## config.mk

```make
export PLATFORM = sky130hd
export DESIGN_NAME = uart_tx
export DESIGN_NICKNAME = d
export VERILOG_FILES = /design/src/rtl/uart_pkg.sv /design/src/rtl/uart_tx_baud_gen.sv /design/src/rtl/uart_tx.sv
export SDC_FILE = /design/constraint.sdc
export NUM_CORES = 1
export LEC_CHECK = 0
export CAP_MARGIN = 20
export CORE_ASPECT_RATIO = 0.8
export CORE_MARGIN = 5
export CORE_UTILIZATION = 47
export DETAILED_ROUTE_END_ITERATION = 7
export GPL_ROUTABILITY_DRIVEN = 0
export GPL_TIMING_DRIVEN = 0
export PLACE_DENSITY_LB_ADDON = 0.05
export SYNTH_ARGS = -nofsm -noshare
export SYNTH_HDL_FRONTEND = slang
export SYNTH_HIERARCHICAL = 1
export SYNTH_SLANG_ARGS = --single-unit
```

## constraint.sdc

```tcl
create_clock -name clk -period 3.8 [get_ports clk]
set_input_delay 1.14 -clock clk [delete_from_list [all_inputs] [get_ports clk]]
set_output_delay 1.14 -clock clk [all_outputs]
set_load 0.05 [all_outputs]
```

## src/rtl/uart_pkg.sv

```systemverilog
// uart_pkg: types and default parameters shared by the UART transmitter and receiver.
//   tx_state_t      : transmitter FSM state encoding
//   DBIT/DB_TICK/SB_TICK/M : default frame and baud timing parameters
package uart_pkg;

  typedef enum logic [1:0] {
    IDLE  = 2'd0,
    START = 2'd1,
    DATA  = 2'd2,
    STOP  = 2'd3
  } tx_state_t;

  localparam int DBIT    = 8;   // data bits per frame
  localparam int DB_TICK = 16;  // baud ticks per start/data bit
  localparam int SB_TICK = 16;  // baud ticks per stop bit (16/24/32 = 1/1.5/2)
  localparam int M       = 8;   // clk cycles per baud tick, must be >= 2

endpackage

```

## src/rtl/uart_tx_baud_gen.sv

```systemverilog
// baud_gen: free-running oversampling tick generator.
//   clk  in  system clock
//   rst  in  asynchronous active-high reset
//   tick out one-clk pulse every M clk cycles (when the counter reaches M-1)
module baud_gen #(
  parameter int M = uart_pkg::M
) (
  input  logic clk,
  input  logic rst,
  output logic tick
);

  localparam int CW = (M > 1) ? $clog2(M) : 1;
  localparam logic [CW-1:0] LAST = CW'(M - 1);

  logic [CW-1:0] cnt_q;
  logic [CW-1:0] cnt_d;

  always_comb begin
    cnt_d = (cnt_q == LAST) ? '0 : cnt_q + 1'b1;
  end

  always_ff @(posedge clk or posedge rst) begin
    if (rst) begin
      cnt_q <= '0;
    end else begin
      cnt_q <= cnt_d;
    end
  end

  assign tick = (cnt_q == LAST);

endmodule

```

## src/rtl/uart_tx.sv

```systemverilog
// uart_tx: serial UART transmitter (start bit, DBIT data bits LSB first, stop bit)
// with an integrated baud tick generator.
//   clk          in  system clock
//   rst          in  asynchronous active-high reset
//   tx_start     in  one-cycle send request, only honoured in IDLE
//   din          in  byte to send, captured when tx_start is accepted
//   tx           out serial line, idle high, registered
//   tx_done_tick out one-clk pulse in the first IDLE cycle after the stop bit
//   tx_busy      out high whenever the FSM is not in IDLE
//   tick         out baud tick, exported for sharing with the receiver
//
// state | meaning
// IDLE  | line high, waiting for tx_start
// START | driving start bit (0) for DB_TICK ticks
// DATA  | driving b[0], shifting right every DB_TICK ticks, DBIT bits total
// STOP  | driving stop bit (1) for SB_TICK ticks
module uart_tx #(
  parameter int DBIT    = uart_pkg::DBIT,
  parameter int DB_TICK = uart_pkg::DB_TICK,
  parameter int SB_TICK = uart_pkg::SB_TICK,
  parameter int M       = uart_pkg::M
) (
  input  logic            clk,
  input  logic            rst,
  input  logic            tx_start,
  input  logic [DBIT-1:0] din,
  output logic            tx,
  output logic            tx_done_tick,
  output logic            tx_busy,
  output logic            tick
);

  import uart_pkg::*;

  localparam int S_MAX = (DB_TICK > SB_TICK) ? DB_TICK : SB_TICK;
  localparam int S_W   = (S_MAX > 1) ? $clog2(S_MAX) : 1;
  localparam int N_W   = (DBIT > 1) ? $clog2(DBIT) : 1;

  localparam logic [S_W-1:0] S_DB_LAST = S_W'(DB_TICK - 1);
  localparam logic [S_W-1:0] S_SB_LAST = S_W'(SB_TICK - 1);
  localparam logic [N_W-1:0] N_LAST    = N_W'(DBIT - 1);

  tx_state_t       state_q, state_d;
  logic [S_W-1:0]  s_q, s_d;
  logic [N_W-1:0]  n_q, n_d;
  logic [DBIT-1:0] b_q, b_d;
  logic            tx_q, tx_d;
  logic            done_q, done_d;

  baud_gen #(.M(M)) u_baud_gen (
    .clk  (clk),
    .rst  (rst),
    .tick (tick)
  );

  // tx_d decodes the current state, so the line lags the state by one clk.
  always_comb begin
    state_d = state_q;
    s_d     = s_q;
    n_d     = n_q;
    b_d     = b_q;
    tx_d    = 1'b1;
    done_d  = 1'b0;
    case (state_q)
      IDLE: begin
        tx_d = 1'b1;
        if (tx_start) begin
          b_d     = din;
          s_d     = '0;
          state_d = START;
        end
      end
      START: begin
        tx_d = 1'b0;
        if (tick) begin
          if (s_q == S_DB_LAST) begin
            s_d     = '0;
            n_d     = '0;
            state_d = DATA;
          end else begin
            s_d = s_q + 1'b1;
          end
        end
      end
      DATA: begin
        tx_d = b_q[0];
        if (tick) begin
          if (s_q == S_DB_LAST) begin
            s_d = '0;
            b_d = b_q >> 1;
            if (n_q == N_LAST) begin
              state_d = STOP;
            end else begin
              n_d = n_q + 1'b1;
            end
          end else begin
            s_d = s_q + 1'b1;
          end
        end
      end
      STOP: begin
        tx_d = 1'b1;
        if (tick) begin
          if (s_q == S_SB_LAST) begin
            state_d = IDLE;
            done_d  = 1'b1;
          end else begin
            s_d = s_q + 1'b1;
          end
        end
      end
      default: begin
        state_d = IDLE;
      end
    endcase
  end

  always_ff @(posedge clk or posedge rst) begin
    if (rst) begin
      state_q <= IDLE;
      s_q     <= '0;
      n_q     <= '0;
      b_q     <= '0;
      tx_q    <= 1'b1;
      done_q  <= 1'b0;
    end else begin
      state_q <= state_d;
      s_q     <= s_d;
      n_q     <= n_d;
      b_q     <= b_d;
      tx_q    <= tx_d;
      done_q  <= done_d;
    end
  end

  assign tx           = tx_q;
  assign tx_done_tick = done_q;
  assign tx_busy      = (state_q != IDLE);

endmodule

```

* Word level (Yosys, flattened, before mapping)
Index checks and enable logic that the tools add are counted.
** Operators by class
- Add/subtract/negate cells :: 3
- Equality and inequality tests :: 17
- Multiplexer cells :: 30
- Reductions and logical operators :: 10
** Operator list (count)
- 8-bit 2-to-1 mux :: 3
- 4-bit 2-to-1 mux :: 5
- 2-bit != test, second input constant :: 10
- 3-bit 2-to-1 mux :: 6
- 2-bit 2-to-1 mux :: 8
- 8-bit case mux with 2 select lines :: 1
- 4-bit case mux with 3 select lines :: 1
- 2-bit case mux with 4 select lines :: 1
- 4-bit AND reduction :: 2
- 8-bit AND reduction :: 1
- 3-bit by 1-bit adder with 3-bit output, second input constant :: 2
- 3-bit == test, second input constant :: 2
- 3-bit case mux with 2 select lines :: 1
- 6-bit AND reduction :: 1
- 2-bit nonzero test :: 3
- 4-bit by 1-bit adder with 4-bit output, second input constant :: 1
- 2-bit == test, second input constant :: 2
- 4-bit == test, second input constant :: 1
- 2-bit OR reduction :: 2
- 1-bit 2-to-1 mux :: 3
- 1-bit case mux with 3 select lines :: 1
- 2-bit by 1-bit == test with 1-bit output, second input constant :: 1
- 2-bit zero test :: 1
- 2-bit by 1-bit != test with 1-bit output, second input constant :: 1
** Storage, ports and cells
- Register bits :: 22
- Input bits :: 11
- Output and inout bits :: 4

* Depth between registers and ports, before layout
Gate-level depths: netlist (run 1).
- Depth in word-level cells :: 5
- Gate-level depth with buffers :: 7

* Cells and area by module
The synthesis (run 1) kept the hierarchy.
** Modules (own cells, without submodules)
- uart_tx :: instances 1, cells an instance 103, area an instance 1046.0 um^2
- baud_gen :: instances 1, cells an instance 7, area an instance 107.6 um^2

* Least setup slack after synthesis (run 1)
Ideal clock, no wire load.
- Path kind :: reg2out
- Start point :: register state_q[0]
- End point :: output tx_busy
- Arrival :: 1004 ps
- Required time :: 2660 ps
- Setup slack :: 1656 ps
- Stages on the path, launching flop included :: 4
- Buffers on the path :: 0
- Cell sequence :: dfrtp_1 inv_1 ha_1 inv_1
** On the way
- Word-level cells in the longest chain between the ends :: 1
** Ends and longest elaborated chain
- start, declared :: line uart_tx.sv:43 : tx_state_t state_q, state_d;
- start signal, assigned :: line uart_tx.sv:127 : state_q <= state_d;
- 2-bit nonzero test :: line uart_tx.sv:138 : assign tx_busy = (state_q != IDLE);
- end, declared :: line uart_tx.sv:29 : output logic tx_busy,
Every way passes these cells.

* Worst setup path in the final report (run 1)
Same ends and word-level chain as after synthesis.

==> results.py, run 1 <==
metrics = {
    "hold_path": {
        "hp-class": "reg -> reg",
        "hp-start": "u_baud_gen/cnt_q[0]",
        "hold_path_end": "u_baud_gen/cnt_q[0]",
        "hold_depth": 1,
    },
    "finish": {
        "most-common-layout-cells": "21 x dfrtp_1, 14 x clkdlybuf4s50_1, 11 x o22ai_1",
        "area_delta_synth_final_pct": 18.2,
        "nFillCells": 217,
        "layout.nets": 150,
        "final_common_cell": "dfrtp_1",
        "seqCellArea_um2": 552,
        "n_antenna_cell": 0,
        "layout-drive-gt1-share_pct": 9.38,
        "multi_input_comb_area_um2": 552,
    },
    "routing": {
        "drc_errors": 0,
        "num_vias": 917,
        "first_iter_violations": 24,
        "detail-route-antenna-nets": 0,
        "wire_per_inst_um": 14.8,
        "vias_per_cell": 5.92,
        "wl_um": 2300,
        "first_pass_iters": 4,
    },
    "die": {
        "die_h_um": 54.3,
        "fp.dieArea_um2": 3550,
        "rows": 16,
        "start_util_pct": 48.0,
        "die_x_um": 65.4,
        "ioPinCount": 15,
        "core_area_um2": 2400,
    },
    "clock_network": {
        "cts_buffers": 3,
        "root_buffer": "clkbuf_4",
        "postCtsSetupBuffers": 0,
        "cts_tree": "done",
        "cts_max_level": 1,
        "path_clk_slew_ns": 0.12,
        "post_cts_resized": 0,
        "hold_buffers": 0,
        "cts.sinks": 22,
        "cts_buffer_depth": 2,
        "clkLatencyLatePin_ns": 0.31,
    },
    "worst_setup_path": {
        "crit_family": "buffers and inverters",
        "r2r-end": "state_q[1]",
        "end_kind": "output pin",
        "worst_path_most_repeated_cell": "inv_1",
        "start_kind": "register",
        "arrival_ns": 1.95,
        "cpPeakStageDelay_ns": 0.79,
        "rrSetupSlack_ns": 1.94,
        "cp_cell_sequence": "inv_1 -> ha_1 -> inv_1 -> clkdlybuf4s50_1",
        "timing.reg2reg.worst_path_depth": 7,
        "cp.required_ns": 2.66,
        "crit_slowest_cell": "clkdlybuf4s50_1",
        "critPathKind": "reg -> out",
        "r2r-start": "u_baud_gen/cnt_q[0]",
        "cp.buffers_inverters": 3,
        "cp_max_fo": 5,
    },
    "yosys": {
        "ys_types": 29,
        "syn_avg_cell_area_um2": 10.5,
        "ys_ff_latch": 22,
        "yosysTopAreaCellShare_pct": 45.6,
        "yosysSeqAreaShare_pct": 47.8,
        "syn_area_um2": 1150,
        "syn_inst": 110,
        "yosysTopAreaCell": "dfrtp_1",
        "synth_fp_nets": 131,
        "yosys-top-cells-area": "dfrtp_1 46%, ha_1 11%, o22ai_1 6.0%",
        "yosys_warnings": 6,
    },
    "power_and_ir_drop": {
        "power_density_nw_per_um2": 754,
        "total_leakage_power_nw": 0.628,
        "ir_drop_uv": 342,
        "power.total_mw": 1.03,
    },
    "placement": {
        "hpwl_um": 1710,
        "io_buffers": 14,
        "pre_cts_ws_ns": 1.06,
    },
    "timing": {
        "fin_crit_ns": 3.09,
        "min_period_over_period_pct": 81.2,
        "tightestPinTransition_ns": 0.755,
        "tns_ns": 0,
        "fin_ws_ns": 0.713,
        "finClkSkew_ns": 0.00429,
        "rsz0062_at_grt": "false",
        "setup_viol_count_final": 0,
        "relSlewSlack_pct": 49.6,
        "max_freq_mhz": 324,
        "timing.hold.ws_ns": 0.441,
        "final_max_slew_viol_count": 0,
        "hold_viol": 0,
    },
    "global_routing": {
        "grt_util_all_layers_pct": 15.3,
        "grt_pass1_wl_um": 4080,
        "grt-ovfl-total": 0,
        "grt_max_degree": 20,
        "grt_pass1_vias": 972,
        "antenna_found_initial": 0,
    },
    "job": {
        "maxCapViolCount": 0,
    },
    "status": {
        "status": "completed",
    },
}
## power breakdown
group | total [mW] | switching, mW | internal [mW] | leakage (nW)
sequential | 0.377 | 0.0593 | 0.318 | 0.273
combinational | 0.520 | 0.298 | 0.222 | 0.334
clock | 0.131 | 0.0725 | 0.0586 | 0.0210
## flip-flops by register name, indices dropped and copies added (netlist names)
name / count
n_q: 3
u_baud_gen/cnt_q: 3
tx: 1
state_q: 2
b_q: 8
tx_done_tick: 1
s_q: 4
## per-layer routing
metal | routed length [um] | track usage [%] | vias to the layer above
met5 | 0 | 0 | -
met4 | 37 | 6.21 | 0
met3 | 95 | 4.72 | 6
met2 | 1060 | 26.1 | 20
met1 | 1110 | 18.3 | 444
li1 | - | - | 447
## synthesized netlist by cell type
library cell	n
a21oi_2	1
o41ai_1	1
and4_1	1
inv_1	8
buf_6	1
nand2b_1	2
mux2_1	1
nand4_1	2
and3_1	1
dfstp_2	1
a21o_1	1
mux2_2	3
nor4_1	1
a22o_1	7
dfrtp_1	21
a2bb2oi_1	1
o32a_1	1
buf_1	1
a21oi_1	10
o22ai_1	11
and2_1	1
nor2_1	10
o31ai_1	1
o21ai_0	5
ha_1	10
nand2_2	1
o22a_1	2
nand2_1	3
buf_2	1
## kinds of logic (layout without fill, tap and decap cells)
group	after synthesis	in the layout	synth area share (%)
buf+inv	11	29	4.34
flops	22	22	47.8
fa+ha+maj	10	10	10.8
mux	4	4	3.90
simple gates	22	22	9.33
compound gates	41	41	23.8
## stage by stage
step | cells | area (um^2) | utilization (%)
2_1_floorplan | 110 | 1150 | -
3_3_place_gp | 151 | 1330 | 55.3
3_5_place_dp | 151 | 1330 | 55.3
4_1_cts | 155 | 1360 | 56.8
5_1_grt | 155 | 1360 | 56.8
6_report | 155 | 1360 | 56.8
## worst max-delay path by stage
stage | from | to | slack (ns) | depth (start not counted)
final | state_q[0] | tx_busy | 0.71 | 4
after global routing | state_q[0] | tx_busy | 0.59 | 4
after CTS | u_baud_gen/cnt_q[0] | tick | 0.69 | 3
after detailed placement | u_baud_gen/cnt_q[0] | tick | 1.06 | 3
after global placement | state_q[0] | tx_busy | 1.07 | 4
after floorplan | state_q[0] | tx_busy | 1.66 | 3
## area by class of cell
class / count / share of cell area (%)
Timing Repair Buffer: 14 / 10.3
Tap cell: 27 / 2.48
Inverter: 8 / 2.20
Multi-Input combinational cell: 77 / 40.5
Buffer: 3 / 1.47
Sequential cell: 22 / 40.5
Clock buffer: 4 / 2.66
(Power assumes the default switching activity.)
==> run 2: changes to the inputs <==
==> constraint.sdc (replaced) <==
create_clock -name clk -period 2.7 [get_ports clk]
set_input_delay 0.81 -clock clk [delete_from_list [all_inputs] [get_ports clk]]
set_output_delay 0.81 -clock clk [all_outputs]
set_load 0.05 [all_outputs]
==> run 2 against run 1 <==
- hold slack worse by 0.00087 ns
- utilization decreased by 0.10 points
- clock skew hardly changed
- non-clock buffer count unchanged
- register-to-register slack worse by 1.1 ns
- cell count is the same
- combinational power up 40%
- die area stayed put
- critical path depth stayed put
- routed wire length increased by 0.48%
==> results.py, run 2 (synthesis gave the netlist of run 1 again) <==
metrics = {
    "finish": {
        "reg_top3": "b_q (8), s_q (4)",
        "n_antenna_cell": 0,
        "largest_reg_flops": 8,
        "seqCellArea_um2": 552,
        "layout-drive-gt1-share_pct": 9.38,
        "most-common-layout-cells": "21 x dfrtp_1, 12 x clkdlybuf4s50_1, 11 x o22ai_1",
        "multi_input_comb_area_um2": 552,
        "largest-register": "b_q",
        "final_common_cell": "dfrtp_1",
        "nFillCells": 217,
        "layout.nets": 150,
        "area_delta_synth_final_pct": 18.0,
    },
    "timing": {
        "final_max_slew_viol_count": 0,
        "fin_crit_ns": 2.48,
        "tns_ns": 0,
        "timing.hold.ws_ns": 0.440,
        "hold_viol": 0,
        "finClkSkew_ns": 0.00400,
        "setup_viol_count_final": 0,
        "rsz0062_at_grt": "false",
        "min_period_over_period_pct": 91.9,
        "tightestPinTransition_ns": 0.756,
        "max_freq_mhz": 403,
        "relSlewSlack_pct": 49.6,
    },
    "worst_setup_path": {
        "cp.required_ns": 1.89,
        "end_kind": "output pin",
        "crit_slowest_cell": "dlygate4sd2_1",
        "worst_path_most_repeated_cell": "inv_1",
        "cp_max_fo": 5,
        "critPathKind": "reg -> out",
        "cpPeakStageDelay_ns": 0.52,
        "start_kind": "register",
        "arrival_ns": 1.67,
        "cp.buffers_inverters": 3,
        "crit_family": "buffers and inverters",
        "cp_cell_sequence": "inv_1 -> ha_1 -> inv_1 -> dlygate4sd2_1",
    },
    "clock_network": {
        "postCtsSetupBuffers": 0,
        "clkLatencyLatePin_ns": 0.31,
        "path_clk_slew_ns": 0.12,
        "root_buffer": "clkbuf_4",
        "cts_max_level": 1,
        "cts_buffers": 3,
        "hold_buffers": 0,
        "cts.sinks": 22,
        "cts_tree": "done",
        "cts_buffer_depth": 2,
        "post_cts_resized": 2,
    },
    "global_routing": {
        "grt_pass1_vias": 972,
        "antenna_found_initial": 0,
        "grt-ovfl-total": 0,
        "grt_pass1_wl_um": 4080,
        "grt_max_degree": 20,
        "grt_util_all_layers_pct": 15.3,
    },
    "die": {
        "ioPinCount": 15,
        "core_area_um2": 2400,
        "die_x_um": 65.4,
        "fp.dieArea_um2": 3550,
        "start_util_pct": 48.0,
        "die_h_um": 54.3,
        "rows": 16,
    },
    "power_and_ir_drop": {
        "power_density_nw_per_um2": 1060,
        "ir_drop_uv": 481,
        "total_leakage_power_nw": 0.633,
        "power.total_mw": 1.44,
    },
    "routing": {
        "wl_um": 2310,
        "first_pass_iters": 4,
        "vias_per_cell": 5.95,
        "num_vias": 923,
        "wire_per_inst_um": 14.9,
        "first_iter_violations": 24,
        "detail-route-antenna-nets": 0,
        "drc_errors": 0,
    },
    "hold_path": {
        "hp-class": "reg -> reg",
    },
    "placement": {
        "hpwl_um": 1710,
        "io_buffers": 14,
    },
    "status": {
        "status": "completed",
    },
    "job": {
        "maxCapViolCount": 0,
    },
}
-- run 2: cell count changes in the layout (fill, tap and decap cells not counted) --
cell,previous run,this run
dlygate4sd2_1,0,2
clkdlybuf4s50_1,14,12
-- run 2: worst paths after layout --
check,start,end,slack (ns),cells after the start
worst max-delay path,state_q[0],tx_busy,0.22,4
worst min-delay path,u_baud_gen/cnt_q[0],u_baud_gen/cnt_q[0],0.44,1
worst max register to register,u_baud_gen/cnt_q[0],state_q[1],0.84,7
worst min register to register,u_baud_gen/cnt_q[0],u_baud_gen/cnt_q[0],0.44,1
max in group asynchronous,rst,b_q[3],1.28,2
min in group asynchronous,rst,u_baud_gen/cnt_q[2],0.67,2
-- run 2: report_power, final --
part / switching (mW) / total (mW) / internal [mW]
registers: 0.0830 / 0.530 / 0.447
logic: 0.421 / 0.727 / 0.306
clock network: 0.102 / 0.184 / 0.0824
total: 0.606 / 1.44 / 0.836
-- run 2: layout make-up --
type | instances | area share [%]
plain buffers | 3 | 1.47
clock buffers | 4 | 2.67
inverters | 8 | 2.21
multi-input cells | 77 | 40.5
flip-flops and latches | 22 | 40.5
well taps | 27 | 2.48
repair buffers | 14 | 10.1
-- run 2: per-stage QoR --
stage,util [%],setup slack (ns),instance area [um^2],std cells
floorplan,-,0.646,1150,110
global placement,55.3,0.304,1330,151
detailed placement,55.3,0.290,1330,151
CTS,56.7,0.203,1360,155
global route,56.7,0.0951,1360,155
finish,56.7,0.218,1360,155
-- run 2: worst reg2reg max path, cell delays in order (launching register included) --
cell	delay, ns
dfrtp_1	0.38
ha_1	0.15
ha_1	0.26
and4_1	0.26
buf_6	0.15
nand2_2	0.06
a21oi_2	0.17
mux2_1	0.34
-- run 2: layer usage --
| metal | routed length (um) | vias to the layer above | global-route usage (%) |
|---|---|---|---|
| met5 | 0 | - | 0 |
| met4 | 37 | 0 | 6.21 |
| met3 | 110 | 6 | 4.72 |
| met2 | 1060 | 27 | 26.1 |
| met1 | 1110 | 444 | 18.3 |
| li1 | - | 446 | - |
